## src/rtl/bram_stream_reader.sv

```systemverilog
// Burst reader: streams cmdLength words from block RAM starting at cmdAddress, one word per cycle.
// First word valid two cycles after command accept; backpressure gates the RAM enable so the RAM output register holds the word.
module bram_stream_reader #(
  parameter int DATA_WIDTH = 16,
  parameter int ADDR_WIDTH = 10,
  parameter int LEN_WIDTH  = ADDR_WIDTH + 1
) (
  input  logic                  clock,
  input  logic                  reset,
  input  logic                  cmdValid,
  output logic                  cmdReady,
  input  logic [ADDR_WIDTH-1:0] cmdAddress,
  input  logic [LEN_WIDTH-1:0]  cmdLength,
  output logic                  ramEnable,
  output logic [ADDR_WIDTH-1:0] ramAddress,
  input  logic [DATA_WIDTH-1:0] ramDataOut,
  output logic                  outValid,
  input  logic                  outReady,
  output logic [DATA_WIDTH-1:0] outData,
  output logic                  outLast,
  output logic                  busy,
  output logic                  donePulse
);

  typedef enum logic {
    IDLE = 1'b0,
    READ = 1'b1
  } state_t;

  state_t                 state;
  state_t                 state_next;
  logic [LEN_WIDTH-1:0]   remaining;
  logic                   issue;
  logic                   accept;
  logic                   accept_empty;
  logic                   last_taken;

  always_ff @(posedge clock) begin
    if (reset) begin
      state <= IDLE;
    end else begin
      state <= state_next;
    end
  end

  always_comb begin
    state_next   = state;
    cmdReady     = 1'b0;
    busy         = 1'b0;
    issue        = 1'b0;
    accept       = 1'b0;
    accept_empty = 1'b0;
    last_taken   = 1'b0;
    case (state)
      IDLE: begin
        cmdReady = 1'b1;
        if (cmdValid) begin
          if (cmdLength == '0) begin
            accept_empty = 1'b1;
          end else begin
            accept     = 1'b1;
            state_next = READ;
          end
        end
      end
      READ: begin
        busy = 1'b1;
        // Next read only when the output stage is empty or being drained this cycle.
        issue      = (remaining != '0) && (!outValid || outReady);
        last_taken = outValid && outReady && outLast;
        if (last_taken) begin
          state_next = IDLE;
        end
      end
      default: state_next = IDLE;
    endcase
  end

  // The RAM output register is the only data stage, so the stream word is the RAM output.
  assign ramEnable = issue;
  assign outData   = ramDataOut;

  always_ff @(posedge clock) begin
    if (reset) begin
      ramAddress <= '0;
      remaining  <= '0;
      outValid   <= 1'b0;
      outLast    <= 1'b0;
      donePulse  <= 1'b0;
    end else begin
      donePulse <= accept_empty || last_taken;
      if (accept) begin
        ramAddress <= cmdAddress;
        remaining  <= cmdLength;
      end
      if (issue) begin
        ramAddress <= ramAddress + ADDR_WIDTH'(1);
        remaining  <= remaining - LEN_WIDTH'(1);
        outValid   <= 1'b1;
        outLast    <= (remaining == LEN_WIDTH'(1));
      end else if (outValid && outReady) begin
        outValid <= 1'b0;
        outLast  <= 1'b0;
      end
    end
  end

endmodule
```

## config.mk

```make
export PLATFORM = sky130hd
export DESIGN_NAME = bram_stream_reader
export DESIGN_NICKNAME = d
export VERILOG_FILES = /design/src/rtl/bram_stream_reader.sv
export SDC_FILE = /design/constraint.sdc
export NUM_CORES = 1
export LEC_CHECK = 0
export ABC_CLOCK_PERIOD_IN_PS = 2100
export CORE_ASPECT_RATIO = 0.8
export CORE_UTILIZATION = 25
export DETAILED_ROUTE_END_ITERATION = 10
export DONT_BUFFER_PORTS = 1
export GPL_TIMING_DRIVEN = 1
export PLACE_DENSITY = 0.35
export SYNTH_ARGS = -nofsm -noshare
export SYNTH_HDL_FRONTEND = slang
export SYNTH_SLANG_ARGS = --single-unit
```

## constraint.sdc

```tcl
create_clock -name clock -period 2.1 [get_ports clock]
set_input_delay 0.21 -clock clock [delete_from_list [all_inputs] [get_ports clock]]
set_output_delay 0.21 -clock clock [all_outputs]
set_load 0.05 [all_outputs]
```

# Word level (Yosys, flattened, before mapping)
# Cells that the tools add are included.
# op_classes
n_addsub	2
eq_ne	1
n_mux	19
bitwise_logic	1
reduce_logical	10
# ops
operator	count
11-bit 2-to-1 mux	2
10-bit 2-to-1 mux	2
1-bit 2-to-1 mux	14
11-bit by 1-bit == test with 1-bit output, second input constant	1
11-bit zero test	1
11-bit nonzero test	1
11-bit by 1-bit subtractor with 11-bit output, second input constant	1
10-bit by 1-bit adder with 10-bit output, second input constant	1
2-bit nonzero test	2
1-bit logical AND	3
1-bit logical OR	2
1-bit one-hot mux with 2 select lines	1
1-bit zero test	1
1-bit inverter	1
# word_totals
ff_bits	25
inputBits	41
output_inout_bits	32
wordCells	39

# Longest topological paths before layout
# Gate-level depths: netlist (run 1).
# logic_depth
ltp_word	6
depth_mapped	8
mapped_depth_nobuf	8

# Worst setup path before layout (run 1)
# No wires, ideal clock.
# synth_path
path_kind	register to register
startpoint	register ramAddress[0]
endpoint	register ramAddress[8]
setup_time_ps	74
t_arrival_ps	2008
t_required_ps	2026
setup_slack_ps	18
stages_incl_launch_ff	6
path_buffers	0
period_less_slack_ps	2082
path_cell_list	dfxtp_1 ha_1 clkinv_1 or3_1 or4_1 a31oi_1
# synth_via
elab_chain_cells	2
# synth_rtl
item	line	rtl
start: declaration	15	output logic [ADDR_WIDTH-1:0] ramAddress,
start signal: assignment	93	ramAddress <= cmdAddress;
start signal: assignment	97	ramAddress <= ramAddress + ADDR_WIDTH'(1);
10-bit by 1-bit adder with 10-bit output	97	
10-bit 2-to-1 mux	96	if (issue) begin
# No other way between the ends.
# A chain may end at the register's enable or synchronous reset.

# Worst setup path in the final report (run 1)
# layout_path
startpoint	register remaining[0]
endpoint	output ramEnable
# layout_via
elab_chain_cells	3
# layout_rtl
item	line	rtl
start: declaration	32	logic [LEN_WIDTH-1:0] remaining;
start signal: assignment	94	remaining <= cmdLength;
start signal: assignment	98	remaining <= remaining - LEN_WIDTH'(1);
11-bit nonzero test	69	issue = (remaining != '0) && (!outValid || outReady);
1-bit logical AND	69	
1-bit 2-to-1 mux	54	case (state)
end: declaration	14	output logic ramEnable,
# No other way between the ends.

==> results of run 1 <==
[per-layer routing]
layer  global-route usage, %  wire length (µm)
met5                       0                 0
met4                    3.53                75
met3                    3.75               421
met2                    21.7              2000
met1                    22.0              2440
[worst max-delay path, delay by kind of cell, from the launching register on]
family	cells	cell delay, ns
flip-flops	1	0.39
buffers and inverters	3	0.44
adder cells (fa/ha/maj)	1	0.21
AND/OR/NAND/NOR	3	0.42
[synth_stat cells, drive strengths merged, types with 2 or more instances]
| library cell | number |
|---|---|
| nor4 | 8 |
| buf | 21 |
| mux2 | 2 |
| nand4 | 3 |
| inv | 6 |
| o311ai | 2 |
| a2bb2oi | 2 |
| and2 | 2 |
| nand3 | 8 |
| a31oi | 6 |
| nand2 | 24 |
| a21oi | 22 |
| nor2b | 3 |
| dfxtp | 25 |
| nor3 | 5 |
| or3 | 8 |
| nor2 | 6 |
| a211oi | 3 |
| clkbuf | 4 |
| and3 | 3 |
| ha | 4 |
| o211ai | 6 |
| or4 | 5 |
| nand2b | 2 |
| o21ai | 3 |
| o31a | 2 |
[registers in the layout, summed over array words and instances, names as in the netlist]
signal / count
state: 1
donePulse: 1
ramAddress: 10
outValid: 1
remaining: 11
outLast: 1
[where the power goes]
part	total, W	internal, W	switching, W
registers	0.000574	0.000517	0.0000569
logic	0.000445	0.000161	0.000284
clock network	0.000309	0.000136	0.000173
[timing repair]
item,in CTS,in global routing
resized for setup,0,5
endpoints found under the setup margin,0,3
hold endpoints to repair,24,0
hold buffers,1,0
[cell families after synthesis]
kind of cell             Yosys count  synth area share (%)
AND/OR/NAND/NOR                   80                  27.8
AO/OA/AOI/OAI                     52                  23.2
buffers and inverters             32                  12.1
flip-flops                        25                  31.7
adder cells (fa/ha/maj)            4                  3.17
multiplexers                       3                  2.06
[worst max path at each step]
stage                   from            end  slack [ns]  cells past startpoint
2_1_floorplan  ramAddress[0]  ramAddress[8]        0.02                      5
6_report        remaining[0]      ramEnable        0.15                      7
3_3_place_gp    cmdLength[9]  ramAddress[6]        0.17                      5
5_1_grt         remaining[0]      ramEnable        0.03                      7
3_5_place_dp    cmdLength[9]  ramAddress[4]        0.19                      5
4_1_cts         remaining[6]      ramEnable        0.03                      5
[through the flow]
step	util [%]	power (W)	instance area [µm²]	worst slack, ns
after global routing	29.0	0.00141	1740	0.0279
final	29.0	0.00133	1740	0.148
after detailed placement	27.7	0.00101	1670	0.191
after floorplan	-	0.000970	1580	0.0179
after global placement	27.7	0.00101	1670	0.171
after CTS	28.6	0.00133	1720	0.0348
[layout make-up]
type                            instances  area share, %
Multi-Input combinational cell        139           51.9
Inverter                                7           1.79
Timing Repair Buffer                   21           9.19
Tap cell                               81           5.81
Clock buffer                            4           2.58
Sequential cell                        25           28.7
==> results summary, run 1 <==
The average size of a mapped cell came out at 8.05 µm². The setup slack of the most critical reg-to-reg path is 0.15 ns. The die outline area came out at 0.00663 mm². The pin slew with the least headroom to its limit is 1.08 ns. The share of the clock period used by the worst path after layout is 92.9%. The startpoint identified for the worst register-to-register timing path is remaining[0]. STA classifies the critical path endpoint as an output port. The pin count of the biggest net entering global routing came out at 25. The length of the first detailed-routing pass in iterations is 4.

The vertical die dimension came out at 73.1 µm. The worst hold path terminates at ramAddress[9]. The total power density per cell area came out at 762 mW/mm². The multi-input combinational cells in the finished layout cover a total of 905 µm². The routed via count divided by cell count is 5.44. The cell count after synthesis came out at 196. The library cell used most frequently in the layout, excluding fill and tap cells, is dfxtp_1. Synthesis produced a netlist with a net count of 241. The final-report max-slew violation count is 0.

The CTS tree is done. Across the whole layout, storage elements account for 500 µm². The number of different library cells in the post-synthesis netlist is 48. The share of async-settable or async-resettable flops after synthesis came out at 0%. Summed over all layers, the global routing overflow is 0. The final hold slack came out at 0.0397 ns. The largest stage delay on the critical path is 0.39 ns.

Of all nets on the critical path, the largest fanout is 10. The initial antenna violation count came to 0. The post-synthesis cell area came out at 0.00158 mm². Setup repair after global routing left no endpoint under its margin. The count of nets left with antenna violations once routing finished came out at 0.

The clock skew after layout came out at 0.00670 ns. The worst setup path is of the flip-flop to output port kind. The critical path goes through inv_1, ha_1, nor2b_1, nand3_1, nand2_4, inv_6, buf_4. The number of port buffers came out at 0.

In the routed design, unresolved DRC markers number 0. The depth of the worst register-to-register path is 7. The mean routed wirelength per cell came out at 17.8 µm.

The number of global-route vias before repair is 1398. The count of yosys warnings during synthesis came out at 0. The detailed router placed 1507 vias in this run.

The area fraction of the dominant cell type after synthesis came out at 31.7%. The maximum clock frequency came out at 0.512 GHz. Among all flip-flop cells after synthesis, the most frequent one is dfxtp_1. The cell type with the highest aggregate area in the netlist is dfxtp_1.

The clock input transition at the sequential cells of the worst setup and hold paths is 0.10 ns. STA classifies the critical path startpoint as a flip-flop. The antenna diode instance count is 0.

The setup violation total in the final timing report is 0. The number of rows created at floorplan is 25. The filler cells instantiated in the layout total 675. Headroom to the max-slew limit came out at 27.9%. The area growth from synthesis to layout is 10.5%. The flow ran to the end, and the final reports show no timing, DRC or antenna violations. The minimum clock period after layout is 1.95 ns. The top-level I/O count came out at 73.

The post-route netlist has 18.9% of its cells at a drive strength greater than 1. The number of buffers inserted during clock tree synthesis came out at 3. The peak ir drop on the vdd network came out at 0.328 mV. The filler-free cell count of the finished design came out at 277. CTS built an H-tree with a depth of 1. The final layout contains 242 nets. The number of flip-flops and latches in the synthesized netlist came out at 25. STA puts the critical path data arrival time at 1.74 ns.

The first-pass GRT wire length is 7650 µm. The startpoint identified for the worst hold timing path is reset. Yosys mapped a number of flops with a built-in enable equal to 0. In this run the critical register-to-register path is captured at remaining[7]. By area the synthesized netlist is led by dfxtp_1, buf_4, a21oi_1, nand2_1, ha_1. The total placed cells including tap cells is 272. Along the worst hold path, the cell count comes to 1. The final wirelength is 4930 µm.

The data required time of the worst path is 1.89 ns. The cell sitting at the root of the clock tree is a clkbuf_8. The width of the die is 90.8 µm. The clock insertion delay at the later pin of the skew report came out at 0.28 ns.

The number of endpoints with negative hold slack in the final report came out at 0. The final estimated routing congestion in global placement is 0.735. The clock drives 25 sinks. The starting density of the core is 26.3%. In this run, the number of DRC markers left after iteration 0 of detailed routing was 121. In this run the worst hold path is classified as input pin to flip-flop. In this run the static leakage power is 0.596 nW.

The number of violations of the max-capacitance limit is 0. The post-CTS setup-driven buffer insertion count came out at 0. Leaving out fill and tap cells, the most frequent cells in the layout are dfxtp_1, nand2_1, a21oi_1, buf_4, nand3_1. The worst-case clock buffer depth is 2. The placed wire-length estimate after detailed placement is 3720 µm.

The placeable core region came out at 0.00601 mm². The worst-path cell with the longest stage delay is dfxtp_1. The setup total negative slack is 0 ns. The sequential area share after synthesis came out at 31.7%. Global routing used 15.0% of the available tracks across all layers.
No activity file was read; power rests on OpenSTA's default activity.
==> inputs of run 2 (changes only) <==
Settings changed: ABC_CLOCK_PERIOD_IN_PS 2100 to 1900.
Clock period 2.1 ns to 1.9 ns, I/O delays scaled along.
==> run 2 against run 1 <==
Effect of this change: clock-buffer cell count down 1; register-to-register slack worse by 0.09 ns; critical path depth is 2 lower; global-route usage shrank 0.15 points; die area stayed put; cell count increased by 5.4%; clock power up 8.1%; critical path type is now flip-flop to flip-flop; largest power group unchanged.
==> results summary, run 2 (synthesis gave the netlist of run 1 again) <==
The floorplan step set the die height to 73.1 µm. After detailed placement, the design holds a cell count of 285. The endpoint arrival time on the critical path is 2.05 ns. The area growth from synthesis to layout came out at 20.3%. The share of the clock period used by the worst path after layout came out at 96.8%. The final-report max-slew violation count is 0. The aggregate global routing overflow is 0.

TritonCTS built the clock tree. The register with the most flip-flops in the layout has 11 of them. The maximum fanout along the worst path came out at 5. Power spread over the standard cell area amounts to 815 mW/mm². The proportion of layout cells with a drive suffix above 1 is 28.9%.

73 I/O pins were placed. The net count reported at finish came out at 257. The minimum clock period after layout came out at 1.84 ns.

The final hold slack is 0.0134 ns. The number of port buffers came out at 0. In the final layout, flip-flops and latches occupy 505 µm². The clock input transition at the sequential cells of the worst setup and hold paths is 0.10 ns. Counting instances, the worst hold path has a depth of 1. The worst setup path is launched from a flip-flop.

In the layout the commonest cells are buf_4, nand2_1, dfxtp_1. The layout has 679 filler cells. The maximum clock frequency is 0.544 GHz.

CTS placed an instance of clkbuf_8 at the clock tree root. The count of routing violations after the opening detailed-route iteration came out at 122. The type of the most critical hold path is input pin to flip-flop. The multi-input combinational cell area came out at 931 µm². Before antenna repair, the detailed router went through 4 iterations. The analysis attributes to cell leakage a power of 0.691 nW. In the final routed layout, each cell accounts on average for 17.1 µm. The final estimated routing congestion in global placement is 0.757. In the routed layout, each cell is associated on average with a via count of 5.35. Leaving out fill and tap cells, the most frequent cell in the layout is buf_4. The first global-routing pass estimated 7600 µm of wire.

The final wirelength is 5000 µm. The floorplan has 25 rows. The depth of the worst register-to-register path came out at 5. Setup repair after global routing could not meet its margin everywhere. STA puts the critical path data required time at 2.11 ns. The run finished with clean final reports.

The number of violations of the max-capacitance limit came out at 0. The number of buffers inserted during clock tree synthesis came out at 3. The pin slew with the least headroom to its limit is 1.09 ns. The finished layout holds 292 standard cells, fillers aside. The placed wire-length estimate after detailed placement is 3700 µm. The number of vias after detailed routing is 1561. The clock insertion delay at the later pin of the skew report is 0.28 ns. The die outline area is 0.00663 mm². The repair_antennas step left the layout with diodes totalling 0. In the final layout, the registers with the most flip-flops are remaining: 11 flops, ramAddress: 10 flops. The number of global-route vias before repair is 1470.

Ranked by flip-flop count, first place goes to remaining. The peak ir drop on the vdd network came out at 0.381 mV. The worst pin sits at a relative slew slack of 27.0%. The total routing resource utilization after global routing is 14.8%. The detail route stage leaves a number of antenna-violating nets equal to 0.

The clock skew after layout came out at 0.00710 ns. The critical path start-end classification is flip-flop to flip-flop. The number of endpoints with negative hold slack in the final report is 0. The final design utilization came out at 31.6%. For this run, design rule violations remaining after detail routing come to 0. The setup violation total in the final timing report is 0. STA classifies the critical path endpoint as a flip-flop. The placeable core region is 0.00601 mm². The initial antenna violation count came to 0. The number of clock sinks is 25. The width of the die came out at 90.8 µm. The worst-case clock buffer depth is 2. CTS built an H-tree with a depth of 1. The starting density of the core is 26.3%.

The pin count of the biggest net entering global routing is 25.
[run 2: final cells by class]
class / count / share of cell area, %
clock buffer: 3 / 2.18
clock inverter: 1 / 0.264
inverter: 7 / 1.52
multi-input combinational: 139 / 49.0
sequential: 25 / 26.6
tap: 81 / 5.34
timing repair buffer: 36 / 15.0
[run 2: critical path: stages (launching register included)]
cell	delay (ns)
dfxtp_2	0.35
or3_1	0.38
or2_4	0.26
or4_4	0.52
a2bb2oi_2	0.15
a21oi_2	0.11
[run 2: per-layer routing]
metal  GRT usage [%]  wire [µm]
met1            20.5       2350
met2            22.4       2110
met3            4.58        462
met4            3.70         78
met5               0          0
[run 2: final timing paths]
kind                      from            end  slack, ns
hold / removal           reset  ramAddress[9]       0.01
setup / recovery  remaining[2]   remaining[7]       0.06
hold reg to reg   remaining[3]   remaining[3]       0.54
setup reg to reg  remaining[2]   remaining[7]       0.06
[run 2: power breakdown]
group | switching, W | total (W) | internal [W]
clock | 0.000187 | 0.000334 | 0.000147
sequential | 0.0000389 | 0.000613 | 0.000574
combinational | 0.000364 | 0.000601 | 0.000237
total | 0.000590 | 0.00155 | 0.000958
[run 2: per-stage QoR]
step	setup slack [ns]	power, W	area [µm²]	TNS, ns
5_1_grt	-0.0195	0.00164	1900	-0.0195
3_5_place_dp	0.0451	0.00116	1780	0
4_1_cts	0.00209	0.00153	1840	0
3_3_place_gp	0.0423	0.00116	1780	0
6_report	0.0617	0.00155	1900	0
2_1_floorplan	0.00369	0.00107	1580	0
[run 2: timing repair]
item / in CTS / in global routing
hold buffers: 1 / 0
endpoints found under the hold margin: 24 / 0
pin swaps: 1 / 3
setup endpoints to repair: 1 / 12
resized for setup: 2 / 11
setup buffers: 0 / 2
